File: src/rtl/mem_port_arbiter_pkg.sv
// Shared types and constants for the I/D memory port arbiter.
package mem_port_arbiter_pkg;

  localparam int unsigned XLEN = 32;

  typedef enum logic [1:0] {
    ARB_IDLE  = 2'd0,
    ARB_ISSUE = 2'd1,
    ARB_WAIT  = 2'd2
  } arb_state_e;

  localparam logic OWN_I = 1'b0;
  localparam logic OWN_D = 1'b1;

  // Fetches always read a full word.
  localparam logic [XLEN-1:0] FETCH_MASK = '1;

endpackage

File: src/rtl/mem_port_arbiter_if.sv
// Bundle of fetch, load/store and downstream channels around the arbiter.
interface mem_port_arbiter_if;
  import mem_port_arbiter_pkg::*;

  // Fetch port (read-only)
  logic            i_req_valid;
  logic            i_req_ready;
  logic [XLEN-1:0] i_addr;
  logic            i_rvalid;
  logic [XLEN-1:0] i_rdata;
  logic            i_err;

  // Load/store port
  logic            d_req_valid;
  logic            d_req_ready;
  logic [XLEN-1:0] d_addr;
  logic            d_we;
  logic [XLEN-1:0] d_wdata;
  logic [XLEN-1:0] d_mask;
  logic            d_rvalid;
  logic [XLEN-1:0] d_rdata;
  logic            d_err;

  // Downstream channel
  logic            m_valid;
  logic            m_ready;
  logic [XLEN-1:0] m_addr;
  logic            m_we;
  logic [XLEN-1:0] m_wdata;
  logic [XLEN-1:0] m_mask;
  logic            m_rvalid;
  logic [XLEN-1:0] m_rdata;

  logic            busy;

  // Arbiter view: serves the requesters and masters the downstream channel.
  modport master (
    input  i_req_valid, i_addr,
    output i_req_ready, i_rvalid, i_rdata, i_err,
    input  d_req_valid, d_addr, d_we, d_wdata, d_mask,
    output d_req_ready, d_rvalid, d_rdata, d_err,
    output m_valid, m_addr, m_we, m_wdata, m_mask,
    input  m_ready, m_rvalid, m_rdata,
    output busy
  );

  // Environment view: requesters plus downstream slave.
  modport slave (
    output i_req_valid, i_addr,
    input  i_req_ready, i_rvalid, i_rdata, i_err,
    output d_req_valid, d_addr, d_we, d_wdata, d_mask,
    input  d_req_ready, d_rvalid, d_rdata, d_err,
    input  m_valid, m_addr, m_we, m_wdata, m_mask,
    output m_ready, m_rvalid, m_rdata,
    input  busy
  );

endinterface

File: src/rtl/mem_port_arbiter_arb_prio_starve.sv
// Data-priority winner selection with a saturating starvation counter for fetch.
module arb_prio_starve #(
  parameter int unsigned STARVE_LIMIT = 4
) (
  input  logic clk,
  input  logic reset,
  input  logic i_req_valid,
  input  logic d_req_valid,
  input  logic accept,
  output logic grant_i,
  output logic grant_d
);

  logic [3:0] r_starve_cnt;
  logic       w_starved;
  logic       w_win_d;
  logic       w_win_i;

  // Pick the winner; fetch overrides data once it has lost STARVE_LIMIT times in a row.
  always_comb begin
    w_starved = (r_starve_cnt == 4'(STARVE_LIMIT));
    w_win_d   = d_req_valid & ~(i_req_valid & w_starved);
    w_win_i   = i_req_valid & ~w_win_d;
    grant_d   = accept & w_win_d;
    grant_i   = accept & w_win_i;
  end

  // Count consecutive arbitrations fetch lost; clear when fetch is accepted.
  always_ff @(posedge clk) begin
    if (reset) begin
      r_starve_cnt <= 4'd0;
    end else if (grant_i) begin
      r_starve_cnt <= 4'd0;
    end else if (grant_d && i_req_valid && !w_starved) begin
      r_starve_cnt <= r_starve_cnt + 4'd1;
    end
  end

endmodule

File: src/rtl/mem_port_arbiter.sv
// Shares one downstream memory port between fetch (I) and load/store (D) requesters.
// One transaction outstanding; response is routed to its owner or replaced by a
// timeout error if the slave never answers.
module mem_port_arbiter
  import mem_port_arbiter_pkg::*;
#(
  parameter int unsigned STARVE_LIMIT = 4,
  parameter int unsigned TIMEOUT      = 64
) (
  input logic                 clk,
  input logic                 reset,
  mem_port_arbiter_if.master  bus
);

  localparam int unsigned TCNT_W = (TIMEOUT > 2) ? $clog2(TIMEOUT) : 1;

  arb_state_e        r_state;
  logic              r_owner;
  logic [XLEN-1:0]   r_addr;
  logic              r_we;
  logic [XLEN-1:0]   r_wdata;
  logic [XLEN-1:0]   r_mask;
  logic              r_m_valid;
  logic [TCNT_W-1:0] r_tcnt;

  logic              w_idle;
  logic              w_grant_i;
  logic              w_grant_d;
  logic              w_timeout;
  logic              w_resp;
  logic              w_i_rvalid;
  logic              w_d_rvalid;
  logic [XLEN-1:0]   w_rdata;

  assign w_idle = (r_state == ARB_IDLE);

  arb_prio_starve #(
    .STARVE_LIMIT (STARVE_LIMIT)
  ) u_prio (
    .clk         (clk),
    .reset       (reset),
    .i_req_valid (bus.i_req_valid),
    .d_req_valid (bus.d_req_valid),
    .accept      (w_idle),
    .grant_i     (w_grant_i),
    .grant_d     (w_grant_d)
  );

  // Response decode: a real m_rvalid always beats a coincident timeout.
  always_comb begin
    w_timeout = 1'b0;
    if (TIMEOUT != 0) begin
      w_timeout = (r_state == ARB_WAIT) && !bus.m_rvalid &&
                  (r_tcnt == TCNT_W'(TIMEOUT - 1));
    end
    w_resp     = (r_state == ARB_WAIT) && (bus.m_rvalid || w_timeout);
    w_rdata    = bus.m_rvalid ? bus.m_rdata : '0;
    w_i_rvalid = w_resp && (r_owner == OWN_I);
    w_d_rvalid = w_resp && (r_owner == OWN_D);
  end

  assign bus.i_req_ready = w_grant_i;
  assign bus.d_req_ready = w_grant_d;
  assign bus.i_rvalid    = w_i_rvalid;
  assign bus.i_rdata     = w_i_rvalid ? w_rdata : '0;
  assign bus.i_err       = w_i_rvalid & w_timeout;
  assign bus.d_rvalid    = w_d_rvalid;
  assign bus.d_rdata     = w_d_rvalid ? w_rdata : '0;
  assign bus.d_err       = w_d_rvalid & w_timeout;
  assign bus.m_valid     = r_m_valid;
  assign bus.m_addr      = r_addr;
  assign bus.m_we        = r_we;
  assign bus.m_wdata     = r_wdata;
  assign bus.m_mask      = r_mask;
  assign bus.busy        = !w_idle;

  // Transaction FSM: latch the winner, hold the request until m_ready, then wait.
  always_ff @(posedge clk) begin
    if (reset) begin
      r_state   <= ARB_IDLE;
      r_owner   <= OWN_I;
      r_addr    <= '0;
      r_we      <= 1'b0;
      r_wdata   <= '0;
      r_mask    <= '0;
      r_m_valid <= 1'b0;
      r_tcnt    <= '0;
    end else begin
      unique case (r_state)
        ARB_IDLE: begin
          if (w_grant_d) begin
            r_owner   <= OWN_D;
            r_addr    <= bus.d_addr;
            r_we      <= bus.d_we;
            r_wdata   <= bus.d_wdata;
            r_mask    <= bus.d_mask;
            r_m_valid <= 1'b1;
            r_state   <= ARB_ISSUE;
          end else if (w_grant_i) begin
            r_owner   <= OWN_I;
            r_addr    <= bus.i_addr;
            r_we      <= 1'b0;
            r_wdata   <= '0;
            r_mask    <= FETCH_MASK;
            r_m_valid <= 1'b1;
            r_state   <= ARB_ISSUE;
          end
        end
        ARB_ISSUE: begin
          if (bus.m_ready) begin
            r_m_valid <= 1'b0;
            r_tcnt    <= '0;
            r_state   <= ARB_WAIT;
          end
        end
        ARB_WAIT: begin
          if (w_resp) begin
            r_state <= ARB_IDLE;
          end else begin
            r_tcnt <= r_tcnt + TCNT_W'(1);
          end
        end
        default: r_state <= ARB_IDLE;
      endcase
    end
  end

endmodule
File: src/flat_wrapper.sv
// flat-port wrapper written by rule: the top's interface ports become plain ports
module mem_port_arbiter_flat import mem_port_arbiter_pkg::*;
#(
  parameter int unsigned STARVE_LIMIT = 4,
  parameter int unsigned TIMEOUT      = 64
)
  (clk, reset, bus_i_req_valid, bus_i_addr, bus_i_req_ready, bus_i_rvalid, bus_i_rdata, bus_i_err, bus_d_req_valid, bus_d_addr, bus_d_we, bus_d_wdata, bus_d_mask, bus_d_req_ready, bus_d_rvalid, bus_d_rdata, bus_d_err, bus_m_valid, bus_m_addr, bus_m_we, bus_m_wdata, bus_m_mask, bus_m_ready, bus_m_rvalid, bus_m_rdata, bus_busy);
  mem_port_arbiter_if bus_i ();
  input logic clk;
  input logic reset;
  input wire logic [$bits(bus_i.i_req_valid)-1:0] bus_i_req_valid;
  input wire logic [$bits(bus_i.i_addr)-1:0] bus_i_addr;
  output wire logic [$bits(bus_i.i_req_ready)-1:0] bus_i_req_ready;
  output wire logic [$bits(bus_i.i_rvalid)-1:0] bus_i_rvalid;
  output wire logic [$bits(bus_i.i_rdata)-1:0] bus_i_rdata;
  output wire logic [$bits(bus_i.i_err)-1:0] bus_i_err;
  input wire logic [$bits(bus_i.d_req_valid)-1:0] bus_d_req_valid;
  input wire logic [$bits(bus_i.d_addr)-1:0] bus_d_addr;
  input wire logic [$bits(bus_i.d_we)-1:0] bus_d_we;
  input wire logic [$bits(bus_i.d_wdata)-1:0] bus_d_wdata;
  input wire logic [$bits(bus_i.d_mask)-1:0] bus_d_mask;
  output wire logic [$bits(bus_i.d_req_ready)-1:0] bus_d_req_ready;
  output wire logic [$bits(bus_i.d_rvalid)-1:0] bus_d_rvalid;
  output wire logic [$bits(bus_i.d_rdata)-1:0] bus_d_rdata;
  output wire logic [$bits(bus_i.d_err)-1:0] bus_d_err;
  output wire logic [$bits(bus_i.m_valid)-1:0] bus_m_valid;
  output wire logic [$bits(bus_i.m_addr)-1:0] bus_m_addr;
  output wire logic [$bits(bus_i.m_we)-1:0] bus_m_we;
  output wire logic [$bits(bus_i.m_wdata)-1:0] bus_m_wdata;
  output wire logic [$bits(bus_i.m_mask)-1:0] bus_m_mask;
  input wire logic [$bits(bus_i.m_ready)-1:0] bus_m_ready;
  input wire logic [$bits(bus_i.m_rvalid)-1:0] bus_m_rvalid;
  input wire logic [$bits(bus_i.m_rdata)-1:0] bus_m_rdata;
  output wire logic [$bits(bus_i.busy)-1:0] bus_busy;
  assign bus_i.i_req_valid = bus_i_req_valid;
  assign bus_i.i_addr = bus_i_addr;
  assign bus_i_req_ready = bus_i.i_req_ready;
  assign bus_i_rvalid = bus_i.i_rvalid;
  assign bus_i_rdata = bus_i.i_rdata;
  assign bus_i_err = bus_i.i_err;
  assign bus_i.d_req_valid = bus_d_req_valid;
  assign bus_i.d_addr = bus_d_addr;
  assign bus_i.d_we = bus_d_we;
  assign bus_i.d_wdata = bus_d_wdata;
  assign bus_i.d_mask = bus_d_mask;
  assign bus_d_req_ready = bus_i.d_req_ready;
  assign bus_d_rvalid = bus_i.d_rvalid;
  assign bus_d_rdata = bus_i.d_rdata;
  assign bus_d_err = bus_i.d_err;
  assign bus_m_valid = bus_i.m_valid;
  assign bus_m_addr = bus_i.m_addr;
  assign bus_m_we = bus_i.m_we;
  assign bus_m_wdata = bus_i.m_wdata;
  assign bus_m_mask = bus_i.m_mask;
  assign bus_i.m_ready = bus_m_ready;
  assign bus_i.m_rvalid = bus_m_rvalid;
  assign bus_i.m_rdata = bus_m_rdata;
  assign bus_busy = bus_i.busy;
  mem_port_arbiter #(.STARVE_LIMIT(STARVE_LIMIT), .TIMEOUT(TIMEOUT)) u_core (.clk(clk), .reset(reset), .bus(bus_i));
endmodule
File: config.mk
export PLATFORM = sky130hd
export DESIGN_NAME = mem_port_arbiter_flat
export DESIGN_NICKNAME = d
export VERILOG_FILES = /design/src/rtl/mem_port_arbiter_pkg.sv /design/src/rtl/mem_port_arbiter_if.sv /design/src/rtl/mem_port_arbiter_arb_prio_starve.sv /design/src/rtl/mem_port_arbiter.sv /design/src/flat_wrapper.sv
export SDC_FILE = /design/constraint.sdc
export NUM_CORES = 1
export LEC_CHECK = 0
export ABC_AREA = 1
export CAP_MARGIN = 5
export CORE_MARGIN = 2
export CORE_UTILIZATION = 34
export CTS_CLUSTER_SIZE = 20
export DETAILED_ROUTE_END_ITERATION = 10
export PLACE_DENSITY = 0.77
export SYNTH_ARGS = -nofsm -noshare
export SYNTH_HDL_FRONTEND = slang
export SYNTH_SLANG_ARGS = --single-unit
export TNS_END_PERCENT = 10
File: constraint.sdc
create_clock -name clk -period 1.7 [get_ports clk]
set_clock_uncertainty 0.1 [all_clocks]
set_input_delay 0.425 -clock clk [delete_from_list [all_inputs] [get_ports clk]]
set_output_delay 0.425 -clock clk [all_outputs]
set_load 0.01 [all_outputs]
=== Word level (Yosys, flattened, before mapping) ===
Index checks and enable logic that the tools add are counted.
W data, S select, Z words.

* Register bits: 111
* Bits in latches: 0
* Bits in writable memories: 0
* ROM bits: 0
* Input port bits: 167
* Output and inout port bits: 169
* Word-level logic and storage cells: 73
* Memories kept: 0

* $add $sub $neg: 2
* Multipliers: 0
* Divide/modulo/power cells: 0
* $lt $le $gt $ge: 0
* Eq/ne operators: 8
* Shift-type cells: 0
* Multiplexer cells: 24
* Bitwise gates (word level): 10
* Reductions and logical operators: 20

{| class="wikitable"
|+ Operators with widths
! cell !! count
|-
| $mux W32 || 9
|-
| $mux W6 || 2
|-
| $pmux W6 S2 || 1
|-
| $reduce_and A3 Y1 || 3
|-
| $mux W2 || 4
|-
| $and A1 B1 Y1 || 7
|-
| $logic_and A1 B1 Y1 || 7
|-
| $add A6 B1 Y6 const B || 1
|-
| $eq A6 B6 Y1 const B || 1
|-
| $mux W1 || 6
|-
| $pmux W2 S3 || 1
|-
| $reduce_bool A2 Y1 || 3
|-
| $add A4 B1 Y4 const B || 1
|-
| $eq A4 B3 Y1 const B || 1
|-
| $ne A2 B2 Y1 const B || 2
|-
| $logic_not A1 Y1 || 3
|-
| $ne A3 B2 Y1 const B || 1
|-
| $not A1 Y1 || 3
|-
| $eq A2 B1 Y1 const B || 1
|-
| $eq A2 B2 Y1 const B || 1
|-
| $logic_not A2 Y1 || 1
|-
| $ne A2 B1 Y1 const B || 1
|-
| $pmux W1 S2 || 1
|-
| $reduce_and A2 Y1 || 1
|-
| 2 further kinds || 2
|}

=== Depth between registers and ports, before layout ===
* Word-level depth: 10
* Depth in mapped cells: 9
* Gate-level depth less buffers: 9

=== By module ===
Synthesis repeated with hierarchy kept, for this count alone.

* Cells, all modules: 747
* Area, all modules: 5247.5 µm²

{| class="wikitable"
|+ Modules (own cells, without submodules)
! module !! instances !! cells each !! area an instance (µm²) !! seq. area each (µm²)
|-
| mem_port_arbiter || 1 || 699 || 4963.5 || 2142.1
|-
| arb_prio_starve || 1 || 48 || 284.0 || 80.1
|}

=== Least setup slack after synthesis ===
No wires, ideal clock.

* Path kind: register -> output
* Start point: register u_core.r_tcnt[0]
* End point: output port bus_d_rvalid
* Data arrival time: 1.228 ns
* Required time: 1.175 ns
* Setup slack: -0.053 ns
* Stages on the path, launching flop included: 8
* Buffers on the path: 0
* Cells stage by stage: dfxtp_1 > ha_1 > nand2_1 > nor2_1 > nand2_1 > nor2_1 > o21ai_0 > nor2_1

* Cells in the longest elaborated chain, start to end: 5

{| class="wikitable"
|+ Ends and longest elaborated chain
! element !! line !! RTL
|-
| start: declaration || mem_port_arbiter.sv:24 || <nowiki>logic [TCNT_W-1:0] r_tcnt;</nowiki>
|-
| start signal: assignment || mem_port_arbiter.sv:120 || <nowiki>r_tcnt <= r_tcnt + TCNT_W'(1);</nowiki>
|-
| $eq A6 B6 Y1 || mem_port_arbiter.sv:54 || <nowiki>(r_tcnt == TCNT_W'(TIMEOUT - 1));</nowiki>
|-
| $logic_and A1 B1 Y1 || mem_port_arbiter.sv:53 || <nowiki>w_timeout = (r_state == ARB_WAIT) && !bus.m_rvalid &&</nowiki>
|-
| $logic_or A1 B1 Y1 || mem_port_arbiter.sv:56 || <nowiki>w_resp = (r_state == ARB_WAIT) && (bus.m_rvalid || w_timeout);</nowiki>
|-
| $logic_and A1 B1 Y1 || mem_port_arbiter.sv:56 ||
|-
| $logic_and A1 B1 Y1 || mem_port_arbiter.sv:59 || <nowiki>w_d_rvalid = w_resp && (r_owner == OWN_D);</nowiki>
|-
| end: declaration || flat_wrapper.sv:23 || <nowiki>output wire logic [$bits(bus_i.d_rvalid)-1:0] bus_d_rvalid;</nowiki>
|}

No other way between the ends.

=== Worst setup path in the final report ===
* Start point: register u_core.r_state[0]
* End point: output port bus_d_rvalid

* Cells in the longest elaborated chain, start to end: 6

{| class="wikitable"
|+ Ends and longest elaborated chain
! element !! line !! RTL
|-
| start: declaration || mem_port_arbiter.sv:17 || <nowiki>arb_state_e r_state;</nowiki>
|-
| start signal: assignment || mem_port_arbiter.sv:80 || <nowiki>r_state <= ARB_IDLE;</nowiki>
|-
| start signal: assignment || mem_port_arbiter.sv:98 || <nowiki>r_state <= ARB_ISSUE;</nowiki>
|-
| start signal: assignment || mem_port_arbiter.sv:106 || <nowiki>r_state <= ARB_ISSUE;</nowiki>
|-
| $eq A2 B2 Y1 * || mem_port_arbiter.sv:53, mem_port_arbiter.sv:56 ||
|-
| $logic_and A1 B1 Y1 (2 in series) || mem_port_arbiter.sv:53 ||
|-
| $logic_or A1 B1 Y1 || mem_port_arbiter.sv:56 ||
|-
| $logic_and A1 B1 Y1 * || mem_port_arbiter.sv:56 ||
|-
| $logic_and A1 B1 Y1 * || mem_port_arbiter.sv:59 ||
|}

Mark *: on every way between the ends. The rest lies on a longest branch, timed or not.

==> metrics.log <==
[metrics] count of input and output buffers: between 300 and 400
[metrics] largest net degree at the start of global routing: 60
[metrics] fin crit share: 1.22
[metrics] FMAX: 0.481 GHz
[metrics] per-instance average area after synthesis: 6.74 µm²
[metrics] Final ANT Viol Nets: 0
[metrics] DRC violation total after the first TritonRoute iteration: 348
[metrics] final layout net count: 1362
[metrics] Critical Path Max Stage Delay: 0.34 ns
[metrics] total iterations of the first detailed-routing run: 5
[metrics] number of flops mapped to enable cells by yosys: 0
[metrics] overflow left after global routing: 0
[metrics] Post-Synth Adder-Cell Area: 0.00670
[metrics] number of nets in the synthesized netlist: 1002
[metrics] Req. time, crit path: 1.17 ns
[metrics] global-route wire length before repair: about 33000 µm
[metrics] io pins: 336
[metrics] clock latency at the later pin of the worst-skew pair: 0.35 ns
[metrics] root buf cell: sky130_fd_sc_hd__clkbuf_16
[metrics] dominant delay contributor by cell family on the critical path: buffers and inverters
[metrics] synthesis-stage register bit count: around 110
[metrics] RD Place Congestion: 0.940
[metrics] crit path buf inv count: 6
[metrics] layout cells sized above 1: 0.168
[metrics] average wire per standard cell: around 15 µm
[metrics] TritonCTS clock tree: yes
[metrics] Final Hold Slack: ~0.36 ns
[metrics] Non-Filler Cell Area, Final: 9840 µm²
[metrics] H-tree levels: 3
[metrics] mux share of post-synthesis cell area: 0
[metrics] max-cap violation count: 0
[metrics] WP depth: 9
[metrics] Placement Cell Area: 9430 µm²
[metrics] Static Leak: 5.30 nW
[metrics] most used flip-flop cell after synthesis: sky130_fd_sc_hd__dfxtp_1
[metrics] half-perimeter wire length of the detailed placement result: 15400 µm
[metrics] simple-gate share of the synthesized area: 0.306
[metrics] clock period minus final worst setup slack: 2.08 ns
[metrics] leading cell types by total area after synthesis: sky130_fd_sc_hd__dfxtp_1 (40%), sky130_fd_sc_hd__nand2_1 (11%), sky130_fd_sc_hd__inv_1 (9.4%)
[metrics] Filler Cells Inserted: 1482
[metrics] via density per instance: 4.77
[metrics] sequential area share after synthesis: 0.396
[metrics] hold-critical path depth: 2
[metrics] data arrival time of the critical path: 1.56 ns
[metrics] critical-path cell list: inv_2 > nand2_4 > clkinv_8 > buf_4 > buf_12 > buf_16 > o21ai_2 > nor2_1 > buf_2
[metrics] site row count: 46
[metrics] run status: finished with violations
[metrics] R2R cell count: 10
[metrics] CTS clk-pin slew, worst paths: roughly 0.080 ns
[metrics] actual transition at the worst max-transition pin: 0.346 ns
[metrics] Area Overhead vs Synth: 75.6%
[metrics] mapped cell area: approximately 5600 µm²
[metrics] main combinational cell family by area after synthesis: simple AND/OR/NAND/NOR gates
[metrics] gr usage total: 0.234
[metrics] type of origin of the critical path: flop
[metrics] Max Buffers Root-to-Sink: 2
[metrics] class of the tightest hold or removal check: reg -> reg
[metrics] height of the die: between 100 and 150 µm
[metrics] Unique masters post-synth: 26
[metrics] Synth Area in Compound Gates: 0.132
[metrics] Async SR Flop Fraction: 0
[metrics] Die Span X: 132 µm
[metrics] cell with the most instances after synthesis: sky130_fd_sc_hd__nand2_1
[metrics] library cell with the largest summed area after synthesis: sky130_fd_sc_hd__dfxtp_1
[metrics] number of clock sinks: between 100 and 150
[metrics] maximum resistive drop on vdd: 509 µV
[metrics] cell area power density: 720 nW/µm²
[metrics] unrepaired setup endpoints after global routing: true
[metrics] most numerous cell types in the synthesized netlist: sky130_fd_sc_hd__nand2_1 (160), sky130_fd_sc_hd__inv_1 (141), sky130_fd_sc_hd__dfxtp_1 (111)
[metrics] type of the worst setup path: reg -> out
[metrics] quantity of hold-fixing buffers added after cts: 0
[metrics] via count of the first global-routing pass: 6433
[metrics] Remaining DRCs: 0
[metrics] violated checks: setup timing
[metrics] Die Area: 17500 µm²
[metrics] area share of the largest cell type after synthesis: 0.396
[metrics] effective utilization at floorplan: 0.350
[metrics] vias after detailed routing: 6751
[metrics] core region area: 16000 µm²
[metrics] Setup Total Neg Slack: -16.46 ns
[metrics] area of the multi-input gates: 2580 µm²
[metrics] kind of end point of the critical path: output pin
[metrics] biggest fanout along the worst timing path: 7
[metrics] number of CTS-inserted buffers: 9
[metrics] final hold violations: 0
[metrics] Max Transition Viols Final: 0
[metrics] Setup-failing EPs final: 71
[metrics] fin worst setup slack: -0.381 ns
[metrics] number of antenna violations at the first check in global routing: 2
[metrics] xor and xnor fraction of the mapped netlist area: 0.00312
[metrics] total wire length after detailed routing: 21500 µm
[metrics] sequential cell area: 2230 µm²
[metrics] worst slew margin relative to its limit: 0.769
[metrics] number of standard cells after synthesis: between 800 and 900
[metrics] slowest stage cell on the critical path: sky130_fd_sc_hd__dfxtp_2
[metrics] Synth Warn #: 0
[final timing paths]
path                      startpoint               endpoint  slack, ns
setup / recovery   u_core.r_state[0]           bus_d_rvalid      -0.38
hold / removal    u_core.bus.m_valid     u_core.bus.m_valid       0.36
hold reg to reg   u_core.bus.m_valid     u_core.bus.m_valid       0.36
setup reg to reg   u_core.r_state[0]  u_core.bus.m_mask[14]      -0.01
[metrics by stage]
stage          setup slack, ns  power [W]   util  std cells
6_report                -0.381    0.00708  0.615       1415
2_1_floorplan         -0.00252    0.00392      -        832
4_1_cts                 -0.375    0.00711  0.607       1410
5_1_grt                 -0.457    0.00745  0.615       1415
3_5_place_dp            -0.660    0.00513  0.590       1375
3_3_place_gp            -0.664    0.00509  0.590       1375
[what timing repair did]
item | in CTS | in global routing
gates cloned | 7 | 1
pin swaps | 10 | 6
setup endpoints to repair | 241 | 126
setup buffers | 12 | 3
resized for setup | 434 | 40
[tightest hold or removal path, cell delays in order, from the launching register on]
cell and delay (ns):
sky130_fd_sc_hd__dfxtp_1 0.31, sky130_fd_sc_hd__nand2_1 0.06, sky130_fd_sc_hd__a21oi_1 0.05
[power breakdown]
group	internal, W	switching [W]	total (W)
Clock	0.00104	0.00101	0.00205
Sequential	0.00285	0.000121	0.00297
Combinational	0.00105	0.00101	0.00206
Total	0.00494	0.00214	0.00708
[cell usage in the layout, fill, tap and decap left out, types with 2 or more instances in the layout]
cell type,Yosys,routed
sky130_fd_sc_hd__a21oi_1,75,75
sky130_fd_sc_hd__buf_12,0,12
sky130_fd_sc_hd__buf_16,0,6
sky130_fd_sc_hd__buf_2,19,54
sky130_fd_sc_hd__buf_4,6,49
sky130_fd_sc_hd__buf_6,6,25
sky130_fd_sc_hd__buf_8,0,2
sky130_fd_sc_hd__clkbuf_16,0,10
sky130_fd_sc_hd__clkdlybuf4s50_1,0,162
sky130_fd_sc_hd__clkinv_2,0,2
sky130_fd_sc_hd__clkinvlp_4,0,4
sky130_fd_sc_hd__dfxtp_1,111,104
sky130_fd_sc_hd__dfxtp_2,0,6
sky130_fd_sc_hd__diode_2,0,2
sky130_fd_sc_hd__dlygate4sd2_1,0,100
sky130_fd_sc_hd__ha_4,0,2
sky130_fd_sc_hd__inv_1,141,135
sky130_fd_sc_hd__inv_2,4,9
sky130_fd_sc_hd__nand2_1,160,157
sky130_fd_sc_hd__nand2_2,1,2
sky130_fd_sc_hd__nand2_4,0,2
sky130_fd_sc_hd__nand3_1,13,13
sky130_fd_sc_hd__nand3b_1,33,33
sky130_fd_sc_hd__nand4_1,65,65
sky130_fd_sc_hd__nor2_1,82,79
sky130_fd_sc_hd__nor2_4,2,5
sky130_fd_sc_hd__o21ai_0,57,36
sky130_fd_sc_hd__o21ai_1,14,34
sky130_fd_sc_hd__xor2_1,2,2
[per-layer routing]
layer | GRT usage | vias up | share of wire
li1 | - | 3368 | -
met1 | 0.231 | 3052 | 0.36
met2 | 0.436 | 286 | 0.52
met3 | 0.0777 | 45 | 0.092
met4 | 0.114 | 0 | 0.032
met5 | 0 | - | 0
[area by class of cell]
type	count	share of cell area
Antenna cell	2	0.000508
Clock buffer	10	0.0243
Multi-Input combinational cell	512	0.262
Sequential cell	111	0.227
Tap cell	216	0.0275
Inverter	146	0.0571
Clock inverter	6	0.00445
Timing Repair Buffer	412	0.397
[state kept, by name (all words and copies together), names as in the netlist]
signal,cells
u_core.bus.m_addr,32
u_core.bus.m_mask,32
u_core.bus.m_valid,1
u_core.bus.m_wdata,32
u_core.bus.m_we,1
u_core.r_owner,1
u_core.r_state,2
u_core.r_tcnt,6
u_core.u_prio.r_starve_cnt,4
[kinds of logic (layout without fill, tap and decap cells)]
| family | Yosys count | after routing |
|---|---|---|
| AND/OR/NAND/NOR | 360 | 360 |
| XOR/XNOR | 2 | 2 |
| buffers and inverters | 209 | 574 |
| other | 0 | 2 |
| flip-flops | 111 | 111 |
| adder cells (fa/ha/maj) | 3 | 3 |
| AO/OA/AOI/OAI | 147 | 147 |
Note: power is estimated with default switching activity, not from simulation.
